## src/rtl/cache_ctrl_if.sv

```systemverilog
// CPU-side request/response and RAM-side bus of the direct-mapped byte cache controller.
// The controller takes the slave view; the CPU/RAM side takes the master view.
interface cache_ctrl_if #(
    parameter int ADDR_W = 11,
    parameter int DATA_W = 8
);
    logic              cpu_req;
    logic              cpu_we;
    logic [ADDR_W-1:0] cpu_addr;
    logic [DATA_W-1:0] cpu_wdata;
    logic              cpu_inv;
    logic              cpu_busy;
    logic              cpu_ready;
    logic [DATA_W-1:0] cpu_rdata;
    logic [ADDR_W-1:0] mem_addr;
    logic [DATA_W-1:0] mem_din;
    logic              mem_wr;
    logic [DATA_W-1:0] mem_rdata;
    logic [15:0]       hit_cnt;
    logic [15:0]       miss_cnt;

    modport slave (
        input  cpu_req, cpu_we, cpu_addr, cpu_wdata, cpu_inv, mem_rdata,
        output cpu_busy, cpu_ready, cpu_rdata, mem_addr, mem_din, mem_wr, hit_cnt, miss_cnt
    );

    modport master (
        output cpu_req, cpu_we, cpu_addr, cpu_wdata, cpu_inv, mem_rdata,
        input  cpu_busy, cpu_ready, cpu_rdata, mem_addr, mem_din, mem_wr, hit_cnt, miss_cnt
    );
endinterface

```

## src/rtl/cache_ctrl.sv

```systemverilog
// Direct-mapped, write-through, no-write-allocate byte cache in front of a byte-wide RAM.
// Read misses fill a whole 4-byte line from offset 0; hits and misses are counted (saturating).
module cache_ctrl #(
    parameter int ADDR_W   = 11,
    parameter int DATA_W   = 8,
    parameter int INDEX_W  = 4,
    parameter int OFFSET_W = 2
) (
    input logic          clk,
    input logic          reset,
    cache_ctrl_if.slave  bus
);
    localparam int TAG_W = ADDR_W - INDEX_W - OFFSET_W;
    localparam int LINES = 1 << INDEX_W;
    localparam int WORDS = 1 << OFFSET_W;

    typedef enum logic [1:0] {IDLE, LOOKUP, FILL, WRITE} state_t;

    state_t                state_q, state_d;
    logic [LINES-1:0]      valid_q, valid_d;
    logic                  req_we_q, req_we_d;
    logic [ADDR_W-1:0]     req_addr_q, req_addr_d;
    logic [DATA_W-1:0]     req_wdata_q, req_wdata_d;
    logic                  refill_q, refill_d;
    logic [OFFSET_W-1:0]   cnt_q, cnt_d;
    logic                  cpu_ready_q, cpu_ready_d;
    logic [DATA_W-1:0]     cpu_rdata_q, cpu_rdata_d;
    logic [15:0]           hit_cnt_q, hit_cnt_d;
    logic [15:0]           miss_cnt_q, miss_cnt_d;

    logic [TAG_W-1:0]      tag_q  [LINES];
    logic [DATA_W-1:0]     data_q [LINES][WORDS];

    logic                  data_we;
    logic [OFFSET_W-1:0]   data_off;
    logic [DATA_W-1:0]     data_wdata;
    logic                  tag_we;

    logic [ADDR_W-1:0]     mem_addr;
    logic [DATA_W-1:0]     mem_din;
    logic                  mem_wr;

    logic [TAG_W-1:0]      req_tag;
    logic [INDEX_W-1:0]    req_idx;
    logic [OFFSET_W-1:0]   req_off;
    logic                  hit;

    assign req_tag = req_addr_q[ADDR_W-1 -: TAG_W];
    assign req_idx = req_addr_q[OFFSET_W +: INDEX_W];
    assign req_off = req_addr_q[OFFSET_W-1:0];
    assign hit     = valid_q[req_idx] && (tag_q[req_idx] == req_tag);

    // NOTE: every output of this block gets a default first so no path can infer a latch.
    always_comb begin
        state_d     = state_q;
        valid_d     = valid_q;
        req_we_d    = req_we_q;
        req_addr_d  = req_addr_q;
        req_wdata_d = req_wdata_q;
        refill_d    = refill_q;
        cnt_d       = cnt_q;
        cpu_ready_d = 1'b0;
        cpu_rdata_d = cpu_rdata_q;
        hit_cnt_d   = hit_cnt_q;
        miss_cnt_d  = miss_cnt_q;
        data_we     = 1'b0;
        data_off    = cnt_q;
        data_wdata  = bus.mem_rdata;
        tag_we      = 1'b0;
        mem_addr    = '0;
        mem_din     = '0;
        mem_wr      = 1'b0;

        unique case (state_q)
            IDLE: begin
                if (bus.cpu_inv) begin
                    valid_d = '0;
                end else if (bus.cpu_req) begin
                    req_we_d    = bus.cpu_we;
                    req_addr_d  = bus.cpu_addr;
                    req_wdata_d = bus.cpu_wdata;
                    refill_d    = 1'b0;
                    state_d     = LOOKUP;
                end
            end
            LOOKUP: begin
                // The lookup that follows a fill is a guaranteed hit and is not counted again.
                if (!refill_q) begin
                    if (hit) hit_cnt_d  = (hit_cnt_q  == 16'hFFFF) ? hit_cnt_q  : hit_cnt_q  + 16'd1;
                    else     miss_cnt_d = (miss_cnt_q == 16'hFFFF) ? miss_cnt_q : miss_cnt_q + 16'd1;
                end
                if (req_we_q) begin
                    state_d = WRITE;
                end else if (hit) begin
                    cpu_rdata_d = data_q[req_idx][req_off];
                    cpu_ready_d = 1'b1;
                    state_d     = IDLE;
                end else begin
                    cnt_d   = '0;
                    state_d = FILL;
                end
            end
            FILL: begin
                mem_addr = {req_tag, req_idx, cnt_q};
                data_we  = 1'b1;
                cnt_d    = cnt_q + 1'b1;
                if (cnt_q == '1) begin
                    valid_d[req_idx] = 1'b1;
                    tag_we           = 1'b1;
                    refill_d         = 1'b1;
                    state_d          = LOOKUP;
                end
            end
            WRITE: begin
                mem_addr    = req_addr_q;
                mem_din     = req_wdata_q;
                mem_wr      = 1'b1;
                data_we     = hit;
                data_off    = req_off;
                data_wdata  = req_wdata_q;
                cpu_ready_d = 1'b1;
                state_d     = IDLE;
            end
            default: state_d = IDLE;
        endcase
    end

    // NOTE: sequential state is updated only with non-blocking assignments.
    always_ff @(posedge clk) begin
        if (reset) begin
            state_q     <= IDLE;
            valid_q     <= '0;
            req_we_q    <= 1'b0;
            req_addr_q  <= '0;
            req_wdata_q <= '0;
            refill_q    <= 1'b0;
            cnt_q       <= '0;
            cpu_ready_q <= 1'b0;
            cpu_rdata_q <= '0;
            hit_cnt_q   <= '0;
            miss_cnt_q  <= '0;
        end else begin
            state_q     <= state_d;
            valid_q     <= valid_d;
            req_we_q    <= req_we_d;
            req_addr_q  <= req_addr_d;
            req_wdata_q <= req_wdata_d;
            refill_q    <= refill_d;
            cnt_q       <= cnt_d;
            cpu_ready_q <= cpu_ready_d;
            cpu_rdata_q <= cpu_rdata_d;
            hit_cnt_q   <= hit_cnt_d;
            miss_cnt_q  <= miss_cnt_d;
        end
    end

    // NOTE: tag/data arrays have no reset; the valid bits alone decide whether a line is usable.
    always_ff @(posedge clk) begin
        if (data_we) data_q[req_idx][data_off] <= data_wdata;
        if (tag_we)  tag_q[req_idx]            <= req_tag;
    end

    assign bus.cpu_busy  = (state_q != IDLE);
    assign bus.cpu_ready = cpu_ready_q;
    assign bus.cpu_rdata = cpu_rdata_q;
    assign bus.mem_addr  = mem_addr;
    assign bus.mem_din   = mem_din;
    assign bus.mem_wr    = mem_wr;
    assign bus.hit_cnt   = hit_cnt_q;
    assign bus.miss_cnt  = miss_cnt_q;
endmodule

```

## src/flat_wrapper.sv

```systemverilog
// flat-port wrapper written by rule: the top's interface ports become plain ports
module cache_ctrl_flat 
#(
    parameter int ADDR_W   = 11,
    parameter int DATA_W   = 8,
    parameter int INDEX_W  = 4,
    parameter int OFFSET_W = 2
)
  (clk, reset, bus_cpu_req, bus_cpu_we, bus_cpu_addr, bus_cpu_wdata, bus_cpu_inv, bus_mem_rdata, bus_cpu_busy, bus_cpu_ready, bus_cpu_rdata, bus_mem_addr, bus_mem_din, bus_mem_wr, bus_hit_cnt, bus_miss_cnt);
  cache_ctrl_if #(.ADDR_W(ADDR_W), .DATA_W(DATA_W)) bus_i ();
  input logic clk;
  input logic reset;
  input wire logic [$bits(bus_i.cpu_req)-1:0] bus_cpu_req;
  input wire logic [$bits(bus_i.cpu_we)-1:0] bus_cpu_we;
  input wire logic [$bits(bus_i.cpu_addr)-1:0] bus_cpu_addr;
  input wire logic [$bits(bus_i.cpu_wdata)-1:0] bus_cpu_wdata;
  input wire logic [$bits(bus_i.cpu_inv)-1:0] bus_cpu_inv;
  input wire logic [$bits(bus_i.mem_rdata)-1:0] bus_mem_rdata;
  output wire logic [$bits(bus_i.cpu_busy)-1:0] bus_cpu_busy;
  output wire logic [$bits(bus_i.cpu_ready)-1:0] bus_cpu_ready;
  output wire logic [$bits(bus_i.cpu_rdata)-1:0] bus_cpu_rdata;
  output wire logic [$bits(bus_i.mem_addr)-1:0] bus_mem_addr;
  output wire logic [$bits(bus_i.mem_din)-1:0] bus_mem_din;
  output wire logic [$bits(bus_i.mem_wr)-1:0] bus_mem_wr;
  output wire logic [$bits(bus_i.hit_cnt)-1:0] bus_hit_cnt;
  output wire logic [$bits(bus_i.miss_cnt)-1:0] bus_miss_cnt;
  assign bus_i.cpu_req = bus_cpu_req;
  assign bus_i.cpu_we = bus_cpu_we;
  assign bus_i.cpu_addr = bus_cpu_addr;
  assign bus_i.cpu_wdata = bus_cpu_wdata;
  assign bus_i.cpu_inv = bus_cpu_inv;
  assign bus_i.mem_rdata = bus_mem_rdata;
  assign bus_cpu_busy = bus_i.cpu_busy;
  assign bus_cpu_ready = bus_i.cpu_ready;
  assign bus_cpu_rdata = bus_i.cpu_rdata;
  assign bus_mem_addr = bus_i.mem_addr;
  assign bus_mem_din = bus_i.mem_din;
  assign bus_mem_wr = bus_i.mem_wr;
  assign bus_hit_cnt = bus_i.hit_cnt;
  assign bus_miss_cnt = bus_i.miss_cnt;
  cache_ctrl #(.ADDR_W(ADDR_W), .DATA_W(DATA_W), .INDEX_W(INDEX_W), .OFFSET_W(OFFSET_W)) u_core (.clk(clk), .reset(reset), .bus(bus_i));
endmodule
```

## config.mk

```make
export PLATFORM = sky130hd
export DESIGN_NAME = cache_ctrl_flat
export DESIGN_NICKNAME = d
export VERILOG_FILES = /design/src/rtl/cache_ctrl_if.sv /design/src/rtl/cache_ctrl.sv /design/src/flat_wrapper.sv
export SDC_FILE = /design/constraint.sdc
export NUM_CORES = 1
export LEC_CHECK = 0
export ABC_AREA = 1
export CORE_ASPECT_RATIO = 1.75
export CORE_MARGIN = 4
export CORE_UTILIZATION = 49
export DETAILED_ROUTE_END_ITERATION = 12
export PLACE_DENSITY = 0.74
export SLEW_MARGIN = 20
export SYNTH_ARGS = -nofsm -noshare
export SYNTH_HDL_FRONTEND = slang
export SYNTH_SLANG_ARGS = --single-unit
export TNS_END_PERCENT = 1
```

## constraint.sdc

```tcl
create_clock -name clk -period 2.71 [get_ports clk]
set_clock_uncertainty 0.15 [all_clocks]
set_input_delay 0.542 -clock clk [delete_from_list [all_inputs] [get_ports clk]]
set_output_delay 0.542 -clock clk [all_outputs]
set_load 0.01 [all_outputs]
```

==> results.ini <==
[floorplan]
core_um2 = 58000
die_area_um2 = 62500
fp.dieH_um = 328
die_w_um = 191
core.rowCount = 117
initial_core_util = 0.494
boundaryPins = 94

[clock_tree]
cts.htree.levels = 2
cts_sinks = 678
clk_pin_slew_worst_paths_ns = 0.07
hold_buffers = 0
cts_buffers = 55
cts_max_path_buffers = 3
clock_latency_ns = 0.60
cts_tree = done
cts_root_buf = clkbuf_16

[setup_path]
r2r-end = u_core.data_q[8][14]
cp.depth = 18
crit_arrival_ns = 3.14
crit_buf_inv = 5
end_kind = register
cp-endpoint = u_core.data_q[8][14]
critPathLaunchType = register
r2r_slack_ns = -0.27
reg2reg_depth = 18
worstPathMaxFanout = 8
cp_common_cell = buf_6
slowest_delay_ns = 0.37
path_delay_family = simple AND/OR/NAND/NOR gates
slowest_stage = dfxtp_4
crit_required_ns = 2.87
path_class = reg2reg
crit_chain = buf_6 -> buf_6 -> nor2_2 -> nor2_1 -> o21ai_1 -> nand3_1 -> nand3_2 -> nand2_2 -> nand2_2 -> nand2_2 -> nor2_4 -> nand3_4 -> nand2_4 -> buf_6 -> nand4_4 -> clkbuf_16 -> nor2_4 -> buf_6

[timing]
max-slew-margin-rel = 0.373
rsz0062_at_grt = true
clock.fmax_mhz = 336
hold_viol = 0
fin_crit_sh = 1.10
finalSetupTns_ns = -42.12
setup_viol = 289
drv_slew = 0
fin_crit_ns = 2.98
worst_pin_slew_ns = 0.940
fin_ws_ns = -0.268

[synthesis]
yosysWarnings = 0
syn_avg_cell_area_um2 = 10.6
synth_nets = 2737
netlist_area_um2 = 28600
seq_area_frac_synth = 0.681
synth_cell_types = 35
ys_ff_latch = 678
synth_cells = 2698

[global_route]
grt_pass1_wl_um = 117000
antenna_found_initial = 0
grt.total_usage = 0.242
grt_pass1_vias = 20831
grt_overflow = 0
grt_max_degree = 111

[finish]
utilization = 0.592
num_antenna_cells = 0
nFillCells = 4525
final_cell_area_um2 = 34300
nNetsFinal = 2928
syn2layout_area_growth_pct = 19.9
multi_input_area_um2 = 8340
regArea_um2 = 19500
drive_above_1_share = 0.141

[placement]
dpl_worst_slack_ns = -0.119
place_area_um2 = 31500
portBuffers = 93
dpl.hpwl_um = 49200
place.gp.congestion = 0.904

[detailed_routing]
vias_per_cell = 5.72
drc = 0
drtAntennaViolNets = 0
wl_per_cell_um = 21.2
drt-initial-drc-count = 2000
first_pass_iters = 6
wirelength_um = 78400
vias = 21175

[worst_hold_path]
hp-class = reg2reg

[job]
maxCapViolCount = 0

[pwr]
cellPowerDensity_nw_per_um2 = 720
leakage_nw = 12.4
peakVddDrop_v = 0.000583

[status]
violations = negative setup slack
status = finished with violations

## layout make-up
type / count / share of cell area
clock buffers: 72 / 0.0450
repair buffers: 286 / 0.0874
multi-input cells: 1723 / 0.243
flip-flops and latches: 678 / 0.569
inverters: 142 / 0.0163
well taps: 773 / 0.0282
clock inverters: 28 / 0.0102
repair inverters: 3 / 0.000985
## worst register-to-register path, stage by stage (launching register included)
cell       delay, ns
dfxtp_4         0.37
buf_6           0.13
buf_6           0.13
nor2_2          0.11
nor2_1          0.05
o21ai_1         0.08
nand3_1         0.12
nand3_2         0.12
nand2_2         0.08
nand2_2         0.08
nand2_2         0.07
nor2_4          0.12
nand3_4         0.10
nand2_4         0.12
buf_6           0.11
nand4_4         0.17
clkbuf_16       0.29
nor2_4          0.14
buf_6           0.15
## how the worst min path moves through the flow
stage | startpoint | endpoint | slack [ns] | cells past startpoint
final | u_core.req_wdata_q[3] | u_core.req_wdata_q[3] | 0.30 | 2
after global routing | u_core.req_wdata_q[7] | u_core.req_wdata_q[7] | 0.32 | 2
after CTS | u_core.req_wdata_q[3] | u_core.req_wdata_q[3] | 0.30 | 2
after detailed placement | u_core.req_wdata_q[3] | u_core.req_wdata_q[3] | 0.29 | 2
after global placement | u_core.req_wdata_q[3] | u_core.req_wdata_q[3] | 0.28 | 2
after floorplan | u_core.req_wdata_q[7] | u_core.req_wdata_q[7] | 0.27 | 2
## placed cells by master, fill, tap and decap left out, types with 5 or more instances in the layout
cell / instances
clkinv_2: 10
buf_4: 98
buf_12: 24
ha_1: 5
nor2_1: 182
buf_6: 65
nand3_2: 14
xor2_1: 20
clkbuf_1: 10
nor2_4: 25
o211ai_1: 6
inv_1: 133
clkbuf_16: 60
nor2_2: 41
clkinv_4: 5
a21oi_1: 231
dlygate4sd2_1: 18
nand2_1: 712
edfxtp_1: 592
bufinv_16: 8
nand2_2: 22
clkdlybuf4s50_1: 74
xnor2_1: 8
clkinv_1: 7
dfxtp_1: 80
o31ai_1: 56
nand3_1: 264
o21ai_0: 65
nor3_1: 19
nand4_1: 22
o21ai_1: 8
## through the flow
step | std cells | power (mW) | hold WS, ns
after floorplan | 2698 | 14.5 | 0.274
after global placement | 3584 | 16.0 | 0.280
after detailed placement | 3584 | 16.1 | 0.289
after CTS | 3688 | 24.5 | 0.299
after global routing | 3705 | 25.6 | 0.317
final | 3705 | 24.7 | 0.296
## power by group
group / switching, mW / total [mW] / internal, mW / leakage [nW]
registers: 0.121 / 11.7 / 11.6 / 6.04
logic: 3.16 / 4.59 / 1.44 / 5.44
clock network: 3.60 / 8.38 / 4.78 / 0.932
total: 6.88 / 24.7 / 17.8 / 12.4
## layer usage
metal / track usage / vias to the layer above / part of all wire
met4: 0.138 / 0 / 0.069
met2: 0.429 / 1021 / 0.51
met3: 0.0344 / 269 / 0.067
met1: 0.277 / 10211 / 0.35
li1: - / 9674 / -
met5: 0 / - / 0
## repair_timing
item | in CTS | in global routing
setup endpoints to repair | 543 | 552
pin swaps | 2 | 25
setup buffers | 4 | 11
hold endpoints to repair | 0 | 0
gates cloned | 0 | 6
gates resized for setup | 47 | 184
## sequential cells by signal, summed over array words and instances, names as in the netlist, named ones only
name / cells
u_core.bus.miss_cnt: 16
u_core.req_we_q: 1
u_core.refill_q: 1
u_core.valid_q: 16
u_core.bus.hit_cnt: 16
u_core.tag_q: 80
u_core.req_wdata_q: 8
u_core.state_q: 2
u_core.data_q: 512
u_core.bus.cpu_rdata: 8
u_core.req_addr_q: 11
u_core.bus.cpu_ready: 1
u_core.cnt_q: 2
## cells by family after synthesis
group | Yosys count | synth area share
AO/OA/AOI/OAI | 373 | 0.0710
XOR/XNOR | 28 | 0.00857
adder cells (fa/ha/maj) | 7 | 0.00306
buffers and inverters | 297 | 0.0430
flip-flops | 678 | 0.681
AND/OR/NAND/NOR | 1315 | 0.193
## cell usage after synthesis (all sizes together)
cell    count  area [um2]
xor2       20         175
edfxtp    592       17800
a31oi       1        6.26
o31ai      58         435
ha          7        87.6
o21ai      76         380
o211ai      6        45.0
dfxtp      86        1720
a21oi     231        1160
xnor2       8        70.1
nand3     282        1430
nand4      26         223
nor4        3        18.8
nor3       19        95.1
or2         1        6.26
buf        72         387
clkinv      2        7.51
nor2      248         968
nand2     735        2770
inv       140         526
a311oi      1        8.76
clkbuf     83         312
nand3b      1        7.51
(Power assumes the default switching activity.)
